<file path="src/rtl/ecc_pkg.sv">
// Shared Hamming(16,11) definitions: encoder FSM states, message/codeword widths
// and parity bit positions. The correction decoder imports the same package.
`timescale 1ns/1ps
package ecc_pkg;

  typedef enum logic [2:0] {
    IDLE,
    RD_LO,
    RD_HI,
    WR_LO,
    WR_HI,
    DONE
  } enc_state_t;

  localparam int MSG_W  = 11;
  localparam int CODE_W = 16;

  localparam int P1 = 1;
  localparam int P2 = 2;
  localparam int P4 = 4;
  localparam int P8 = 8;

endpackage

</file>
<file path="src/rtl/hamming_enc_core.sv">
// Combinational Hamming(16,11) encoder, d[10:0] -> c[15:0].
// Define HAMMING_P0_EN to add the overall parity bit c[0] (SECDED); otherwise c[0]=0.
`timescale 1ns/1ps
module hamming_enc_core
  import ecc_pkg::*;
(
  input  logic [MSG_W-1:0]  d,
  output logic [CODE_W-1:0] c
);

  logic [CODE_W-1:0] placed;
  logic              p8;
  logic              p4;
  logic              p2;
  logic              p1;

  // NOTE: every variable written here gets a value before any branch, so no latch is inferred.
  always_comb begin
    placed        = '0;
    placed[15:9]  = d[10:4];
    placed[7:5]   = d[3:1];
    placed[3]     = d[0];

    p8 = ^placed[15:9];
    p4 = ^{placed[15:12], placed[7:5]};
    p2 = ^{placed[15:14], placed[11:10], placed[7:6], placed[3]};
    p1 = ^{placed[15], placed[13], placed[11], placed[9], placed[7], placed[5], placed[3]};

    c     = placed;
    c[P8] = p8;
    c[P4] = p4;
    c[P2] = p2;
    c[P1] = p1;
`ifdef HAMMING_P0_EN
    // Overall parity over all other bits gives double-error detection.
    c[0]  = ^{placed, p8, p4, p2, p1};
`else
    c[0]  = 1'b0;
`endif
  end

endmodule

</file>
<file path="src/rtl/hamming_enc_engine.sv">
// Memory-walking Hamming(16,11) encoder: reads 2-byte messages, writes 2-byte codewords.
// Overall parity bit c[0] is generated only when HAMMING_P0_EN is defined.
`timescale 1ns/1ps
module hamming_enc_engine
  import ecc_pkg::*;
#(
  parameter int AW        = 8,
  parameter int SRC_BASE  = 0,
  parameter int DST_BASE  = 30,
  parameter int NUM_WORDS = 15
) (
  input  logic          clk,
  input  logic          reset,
  input  logic          start,
  output logic          busy,
  output logic          done,
  output logic [AW-1:0] mem_addr,
  output logic          mem_wr_en,
  output logic [7:0]    mem_wdata,
  input  logic [7:0]    mem_rdata
);

  localparam int IDX_W = 7;

  localparam logic [AW-1:0]    SRC  = AW'(SRC_BASE);
  localparam logic [AW-1:0]    DST  = AW'(DST_BASE);
  localparam logic [IDX_W-1:0] LAST = IDX_W'(NUM_WORDS - 1);

  enc_state_t          state_q, state_d;
  logic [IDX_W-1:0]    idx_q, idx_d;
  logic [7:0]          d_lo_q, d_lo_d;
  logic [CODE_W-1:0]   code_q, code_d;

  logic [CODE_W-1:0]   enc_c;
  logic [AW-1:0]       byte_off;
  logic                unused_rdata_hi;

  // Only the low three bits of the high message byte carry data.
  assign unused_rdata_hi = ^mem_rdata[7:3];

  hamming_enc_core u_core (
    .d ({mem_rdata[2:0], d_lo_q}),
    .c (enc_c)
  );

  // Address arithmetic wraps modulo 2^AW without any flag.
  assign byte_off = AW'({idx_q, 1'b0});

  // NOTE: state registers use non-blocking assignments so every flop samples pre-edge values.
  always_ff @(posedge clk) begin
    if (reset) begin
      state_q <= IDLE;
      idx_q   <= '0;
      d_lo_q  <= '0;
      code_q  <= '0;
    end else begin
      state_q <= state_d;
      idx_q   <= idx_d;
      d_lo_q  <= d_lo_d;
      code_q  <= code_d;
    end
  end

  always_comb begin
    state_d = state_q;
    idx_d   = idx_q;
    d_lo_d  = d_lo_q;
    code_d  = code_q;
    unique case (state_q)
      IDLE: begin
        if (start) begin
          idx_d   = '0;
          state_d = RD_LO;
        end
      end
      RD_LO: begin
        d_lo_d  = mem_rdata;
        state_d = RD_HI;
      end
      RD_HI: begin
        code_d  = enc_c;
        state_d = WR_LO;
      end
      WR_LO: state_d = WR_HI;
      WR_HI: begin
        idx_d   = idx_q + 1'b1;
        state_d = (idx_q == LAST) ? DONE : RD_LO;
      end
      DONE:    state_d = IDLE;
      default: state_d = IDLE;
    endcase
  end

  always_comb begin
    busy      = (state_q != IDLE);
    done      = 1'b0;
    mem_addr  = '0;
    mem_wr_en = 1'b0;
    mem_wdata = '0;
    unique case (state_q)
      RD_LO: mem_addr = SRC + byte_off;
      RD_HI: mem_addr = SRC + byte_off + 1'b1;
      WR_LO: begin
        mem_addr  = DST + byte_off;
        mem_wr_en = 1'b1;
        mem_wdata = code_q[7:0];
      end
      WR_HI: begin
        mem_addr  = DST + byte_off + 1'b1;
        mem_wr_en = 1'b1;
        mem_wdata = code_q[15:8];
      end
      DONE:    done = 1'b1;
      default: ;
    endcase
  end

endmodule

</file>
<file path="config.mk">
export PLATFORM = sky130hd
export DESIGN_NAME = hamming_enc_engine
export DESIGN_NICKNAME = d
export VERILOG_FILES = /design/src/rtl/ecc_pkg.sv /design/src/rtl/hamming_enc_core.sv /design/src/rtl/hamming_enc_engine.sv
export SDC_FILE = /design/constraint.sdc
export NUM_CORES = 1
export LEC_CHECK = 0
export ABC_AREA = 1
export ABC_CLOCK_PERIOD_IN_PS = 1500
export BUFFER_PORTS_ARGS = -buffer_cell sky130_fd_sc_hd__clkbuf_2
export CAP_MARGIN = 40
export CORE_MARGIN = 3
export CORE_UTILIZATION = 31
export CTS_CLUSTER_DIAMETER = 150
export CTS_CLUSTER_SIZE = 30
export DETAILED_ROUTE_END_ITERATION = 12
export PLACE_DENSITY = 0.49
export SLEW_MARGIN = 20
export SYNTH_ARGS = -nofsm -noshare
export SYNTH_HDL_FRONTEND = slang
export SYNTH_HIERARCHICAL = 1
export SYNTH_SLANG_ARGS = --single-unit
</file>
<file path="constraint.sdc">
create_clock -name clk -period 1.5 [get_ports clk]
set_input_delay 0.15 -clock clk [delete_from_list [all_inputs] [get_ports clk]]
set_output_delay 0.15 -clock clk [all_outputs]
set_load 0.005 [all_outputs]
</file>
==> impl_metrics.toml, run 1 <==
[run_status]
status = "completed"

[power]
combPwrFrac = 0.330
p_int_uw = 2170
switching_share = 0.342
leakagePower_uw = 0.00134
power_switching_uw = 1130
powerDensity_nw_per_um2 = 1170
ir_drop_v = 0.000439
seq_power_share = 0.351
power_frac_clock = 0.319

[finish]
fillers = 768
drive_gt1_frac = 0.244
synthToLayoutAreaGrowth_pct = 21.6
final-instance-count-excl-fill = 505
n_antenna_cell = 0
fin_nets = 422

[die]
row_count = 30
core_sq_um = 7020
ios = 30
die_h_um = 92.6
dieWidth_um = 92.6
die_area_sq_um = 8570
initial_core_util = 0.331

[global_route]
grtUsageMet3 = 0.0268
grt_overflow_total = 0
grt_antenna_before_repair = 0
first_global_vias = 2063
grtUsageMet2 = 0.228
grt_use_total = 0.141
grt_max_degree = 35
grt-busiest-layer = "met2"
use_met1 = 0.189
grt_pass1_wl_um = 9720

[sta]
setup_violations = 0
finalClockSkew_ns = 0.00638
hold_viol_final = 0
fmax_mhz = 681
slew_violations = 0
finalCriticalPeriod_ns = 1.47
post-route-period-util = 0.979
setup_tns_ns = 0
rsz0062_at_grt = "yes"

[setup_path]
worstPathArrival_ns = 1.32
worstSetupPathType = "reg2out"
critPathLaunchType = "register"
cp.required_ns = 1.35
r2r-end = "idx_q[6]"
worstPathMaxFanout = 5
rrSetupSlack_ns = 0.22
r2r-start = "idx_q[1]"
r2r_cells = 7
critPathCaptureType = "output port"

[clocking]
cts_root_buffer = "clkbuf_8"
clkSinkCount = 34
cts_max_level = 2
cts_tree = "done"
clockBufferDepth = 2
numCtsBuffers = 5
path_clk_slew_ns = 0.07
worstSkewPairLatency_ns = 0.28

[synth]
synthTopCellsByArea = "dfxtp_1 29%, nand2_1 21%, inv_1 8.9%"
muxShareOfSynthArea = 0
ys_seq_area_frac = 0.293
yosys_warnings = 6
syn_avg_cell_area_sq_um = 6.11
ys_types = 28
synth_fp_nets = 394
syn_inst = 380
yosysTopAreaCellShare = 0.293
synthAdderAreaFrac = 0.0162
syn_area_sq_um = 2320
synth_compound_area_frac = 0.171
synth-xor-area-share = 0.0151
synth_top_area_cell = "dfxtp_1"
ys_ff_latch = 34
yosys.area_share.simple = 0.308
synth_top_family_by_area = "simple AND/OR/NAND/NOR gates"

[place]
dp_hpwl_um = 4250
post-place-cells = 491
gp_congestion = 0.795
portBuffers = 29

[drt]
routed_wl_um = 5810
drtIter0Drc = 71
dr_total_vias = 2250
routedWlPerCell_um = 11.5
drtAntennaViolNets = 0
drc = 0
dr.pass1.iters = 4
routed_via_density = 4.46

[min_path]
hp-start = "reset"
worstHoldEndpoint = "idx_q[1]"
hold_depth = 2
hp-class = "in2reg"

[run]
drv_cap = 0
## layout by cell type, fill, tap and decap left out, types with 4 or more instances in the layout
cell / netlist / final
inv_1: 55 / 52
o22ai_2: 0 / 7
inv_2: 5 / 7
buf_4: 17 / 16
o21ai_1: 4 / 4
nor2_1: 19 / 18
a21oi_1: 32 / 32
dfxtp_1: 34 / 23
buf_2: 5 / 4
buf_6: 4 / 4
clkbuf_8: 0 / 6
nand3_1: 10 / 9
clkbuf_2: 1 / 25
nand2_1: 132 / 130
dfxtp_2: 0 / 9
o21ai_0: 31 / 30
## flip-flops by register name, summed over array words and instances (netlist names)
signal	flops
code_q	16
idx_q	7
state_q	3
d_lo_q	8
## worst max-delay path: stages, from the launching register on
cell	delay, ns
dfxtp_4	0.39
nor2_4	0.16
nand2_4	0.07
nand2_4	0.10
inv_4	0.05
o22ai_2	0.13
buf_2	0.13
## logic make-up after synthesis
kind of cell,after synthesis
other,1
flip-flops,34
adder cells (fa/ha/maj),3
XOR/XNOR,4
AO/OA/AOI/OAI,77
buffers and inverters,90
AND/OR/NAND/NOR,171
## power by group through the flow
stage                     clock network [uW]  registers, uW  logic [uW]
after detailed placement                   0           1160        1020
final                                   1050           1160        1090
after global routing                    1110           1180        1270
after CTS                               1080           1150        1060
after floorplan                            0           1120         919
after global placement                     0           1160        1010
## per-layer routing
layer / up-vias / wire (um) / part of all wire
met5: - / 0 / 0
met4: 0 / 74 / 0.013
met3: 7 / 151 / 0.026
met2: 29 / 2730 / 0.47
met1: 998 / 2860 / 0.49
li1: 1216 / - / -
## worst max path at each step
stage	startpoint	end	slack, ns	cells after the start
floorplan	d_lo_q[1]	code_q[4]	0.26	11
global placement	d_lo_q[4]	code_q[1]	0.17	9
detailed placement	d_lo_q[4]	code_q[1]	0.15	9
CTS	idx_q[1]	mem_addr[5]	0.002	6
global route	state_q[1]	mem_addr[7]	-0.04	6
finish	state_q[1]	mem_addr[2]	0.03	6
## timing repair
| action | 4_1_cts | 5_1_grt |
|---|---|---|
| gates resized for setup | 23 | 26 |
| pin swaps | 4 | 6 |
| hold buffers | 0 | 0 |
| endpoints found under the setup margin | 16 | 18 |
| buffers inserted | 5 | 1 |
## layout make-up
cell class / instances / area (sq um) / share of cell area
Clock inverter: 2 / 60.1 / 0.0213
Multi-Input combinational cell: 256 / 1300 / 0.459
Timing Repair Buffer: 50 / 325 / 0.115
Inverter: 61 / 239 / 0.0847
Tap cell: 96 / 120 / 0.0426
Clock buffer: 6 / 82.6 / 0.0293
Sequential cell: 34 / 699 / 0.248
## cell usage after synthesis
cell type,instances
o21ai_1,4
nor3_1,1
o21ai_0,31
buf_2,5
xnor2_1,3
nand3_1,10
a21oi_1,32
inv_1,55
nand3_2,1
buf_4,17
clkbuf_2,1
conb_1,1
nor2_1,19
nand4_1,1
bufinv_8,1
dfxtp_1,34
inv_2,5
nand2_1,132
nand3_4,2
ha_1,3
clkbuf_1,2
nand2_4,1
buf_6,4
nor2_2,1
nor2_4,1
nand2_2,2
xor2_1,1
o22ai_1,10
## per-stage QoR
step	utilization	cell area (sq um)	total power, uW	hold WS, ns	setup slack [ns]
2_1_floorplan	-	2320	2040	0.219	0.258
3_3_place_gp	0.355	2490	2170	0.424	0.172
3_5_place_dp	0.355	2490	2180	0.432	0.152
4_1_cts	0.391	2740	3300	0.119	0.00223
5_1_grt	0.402	2820	3560	0.118	-0.0360
6_report	0.402	2820	3300	0.115	0.0311
No activity file was read; power rests on OpenSTA's default activity.
==> run 2, diff against run 1 <==
Settings changed: PLACE_DENSITY 0.49 to default.
==> impl_metrics.toml, run 2 (synthesis gave the netlist of run 1 again) <==
[run_status]
status = "completed"

[finish]
layout.cells.most_common = "nand2_1"
top_regs = "code_q x16, d_lo_q x8, idx_q x7"
post-route-util = 0.406
final-instance-count-excl-fill = 504
regMostFlops = "code_q"
fin_nets = 421
largest_reg_flops = 16
final_cell_mix = "129 x nand2_1, 51 x inv_1, 32 x a21oi_1, 29 x o21ai_0, 24 x clkbuf_2"
synthToLayoutAreaGrowth_pct = 22.8
drive_gt1_frac = 0.250
n_antenna_cell = 0

[power]
power_switching_uw = 1130
combPwrFrac = 0.333
p_int_uw = 2130
p_total_uw = 3260
switching_share = 0.347
ir_drop_v = 0.000375
power_frac_clock = 0.310
seq_power_share = 0.357
leakagePower_uw = 0.00135
powerDensity_nw_per_um2 = 1140

[place]
post-place-cells = 487
dp_hpwl_um = 4100
gp_congestion = 0.839
portBuffers = 29

[die]
initial_core_util = 0.331
dieWidth_um = 92.6
core_sq_um = 7020
die_h_um = 92.6
ios = 30
row_count = 30
die_area_sq_um = 8570

[setup_path]
cp_common_cell = "nand2_4"
slowest_delay_ns = 0.39
critPathCaptureType = "output port"
cp.required_ns = 1.35
slowest_stage = "dfxtp_4"
worstPathMaxFanout = 5
r2r_cells = 8
critPathLaunchType = "register"
worstPathArrival_ns = 1.33
worstSetupPathType = "reg2out"
crit_path_cell_trace = "nor2_4 > nand2_4 > nand2_4 > inv_4 > o22ai_2 > buf_2"

[clocking]
numCtsBuffers = 5
clkSinkCount = 34
worstSkewPairLatency_ns = 0.28
clockBufferDepth = 2
path_clk_slew_ns = 0.08
cts_tree = "done"
cts-hold-fix-buffers = 0
cts_max_level = 2
cts_root_buffer = "clkbuf_8"

[drt]
drc = 0
routed_wl_um = 5740
dr_total_vias = 2248
drtIter0Drc = 91
routed_via_density = 4.46
dr.pass1.iters = 4
drtAntennaViolNets = 0
routedWlPerCell_um = 11.4

[sta]
rsz0062_at_grt = "yes"
setup_tns_ns = 0
slew_headroom = 0.663
hold_viol_final = 0
finalClockSkew_ns = 0.0109
setup_violations = 0
post-route-period-util = 0.989
fmax_mhz = 674
slew_violations = 0
tightest_slew_ns = 0.502
finalCriticalPeriod_ns = 1.48

[global_route]
grt_overflow_total = 0
grt_pass1_wl_um = 9430
grt_max_degree = 35
first_global_vias = 2062
grt_antenna_before_repair = 0
grt_use_total = 0.133

[min_path]
hold_depth = 2
hp-class = "in2reg"

[run]
drv_cap = 0
-- run 2: cell count changes in the layout (fill, tap and decap cells not counted), moves of 2 or more --
cell     previous run  this run
buf_4              16        13
dfxtp_4             2         5
buf_12              0         2
dfxtp_2             9         7
inv_4               1         3
-- run 2: routing by layer --
layer | GRT usage | vias up | wire length [um]
li1 | - | 1215 | -
met1 | 0.184 | 985 | 2680
met2 | 0.210 | 44 | 2690
met3 | 0.0309 | 4 | 324
met4 | 0.0322 | 0 | 57
met5 | 0 | - | 0
-- run 2: repair_timing --
item	4_1_cts	5_1_grt
buffers inserted	6	2
resized for setup	24	37
gates cloned	1	0
pin swaps	5	8
setup endpoints to repair	16	17
-- run 2: power groups by stage --
stage	logic, uW	registers (uW)	clock network (uW)
after floorplan	919	1120	0
after detailed placement	980	1170	0
after CTS	1040	1150	1030
final	1090	1160	1010
after global placement	965	1160	0
after global routing	1250	1180	1080
-- run 2: final timing paths --
check | startpoint | endpoint | slack, ns
setup / recovery | state_q[0] | mem_addr[2] | 0.02
hold / removal | reset | idx_q[1] | 0.09
setup reg to reg | state_q[0] | idx_q[5] | 0.11
hold reg to reg | code_q[4] | code_q[4] | 0.46
-- run 2: area by class of cell --
type                       count  area (sq um)
clock buffer                   5          68.8
clock inverter                 3          68.8
fill                         766          4170
inverter                      61           244
multi-input combinational    256          1300
sequential                    34           708
tap                           96           120
timing repair buffer          49           343
-- run 2: worst max-delay path, delay by kind of cell (launching register included) --
family | cells | cell delay (ns)
compound gates | 1 | 0.15
flops | 1 | 0.39
buf+inv | 2 | 0.20
simple gates | 3 | 0.32
-- run 2: stage by stage --
step                      setup slack, ns  hold slack (ns)  area (sq um)
final                              0.0164           0.0941          2850
after floorplan                     0.258            0.219          2320
after global placement              0.141            0.412          2470
after CTS                         -0.0362           0.0943          2750
after detailed placement            0.111            0.411          2470
after global routing              -0.0452            0.102          2850
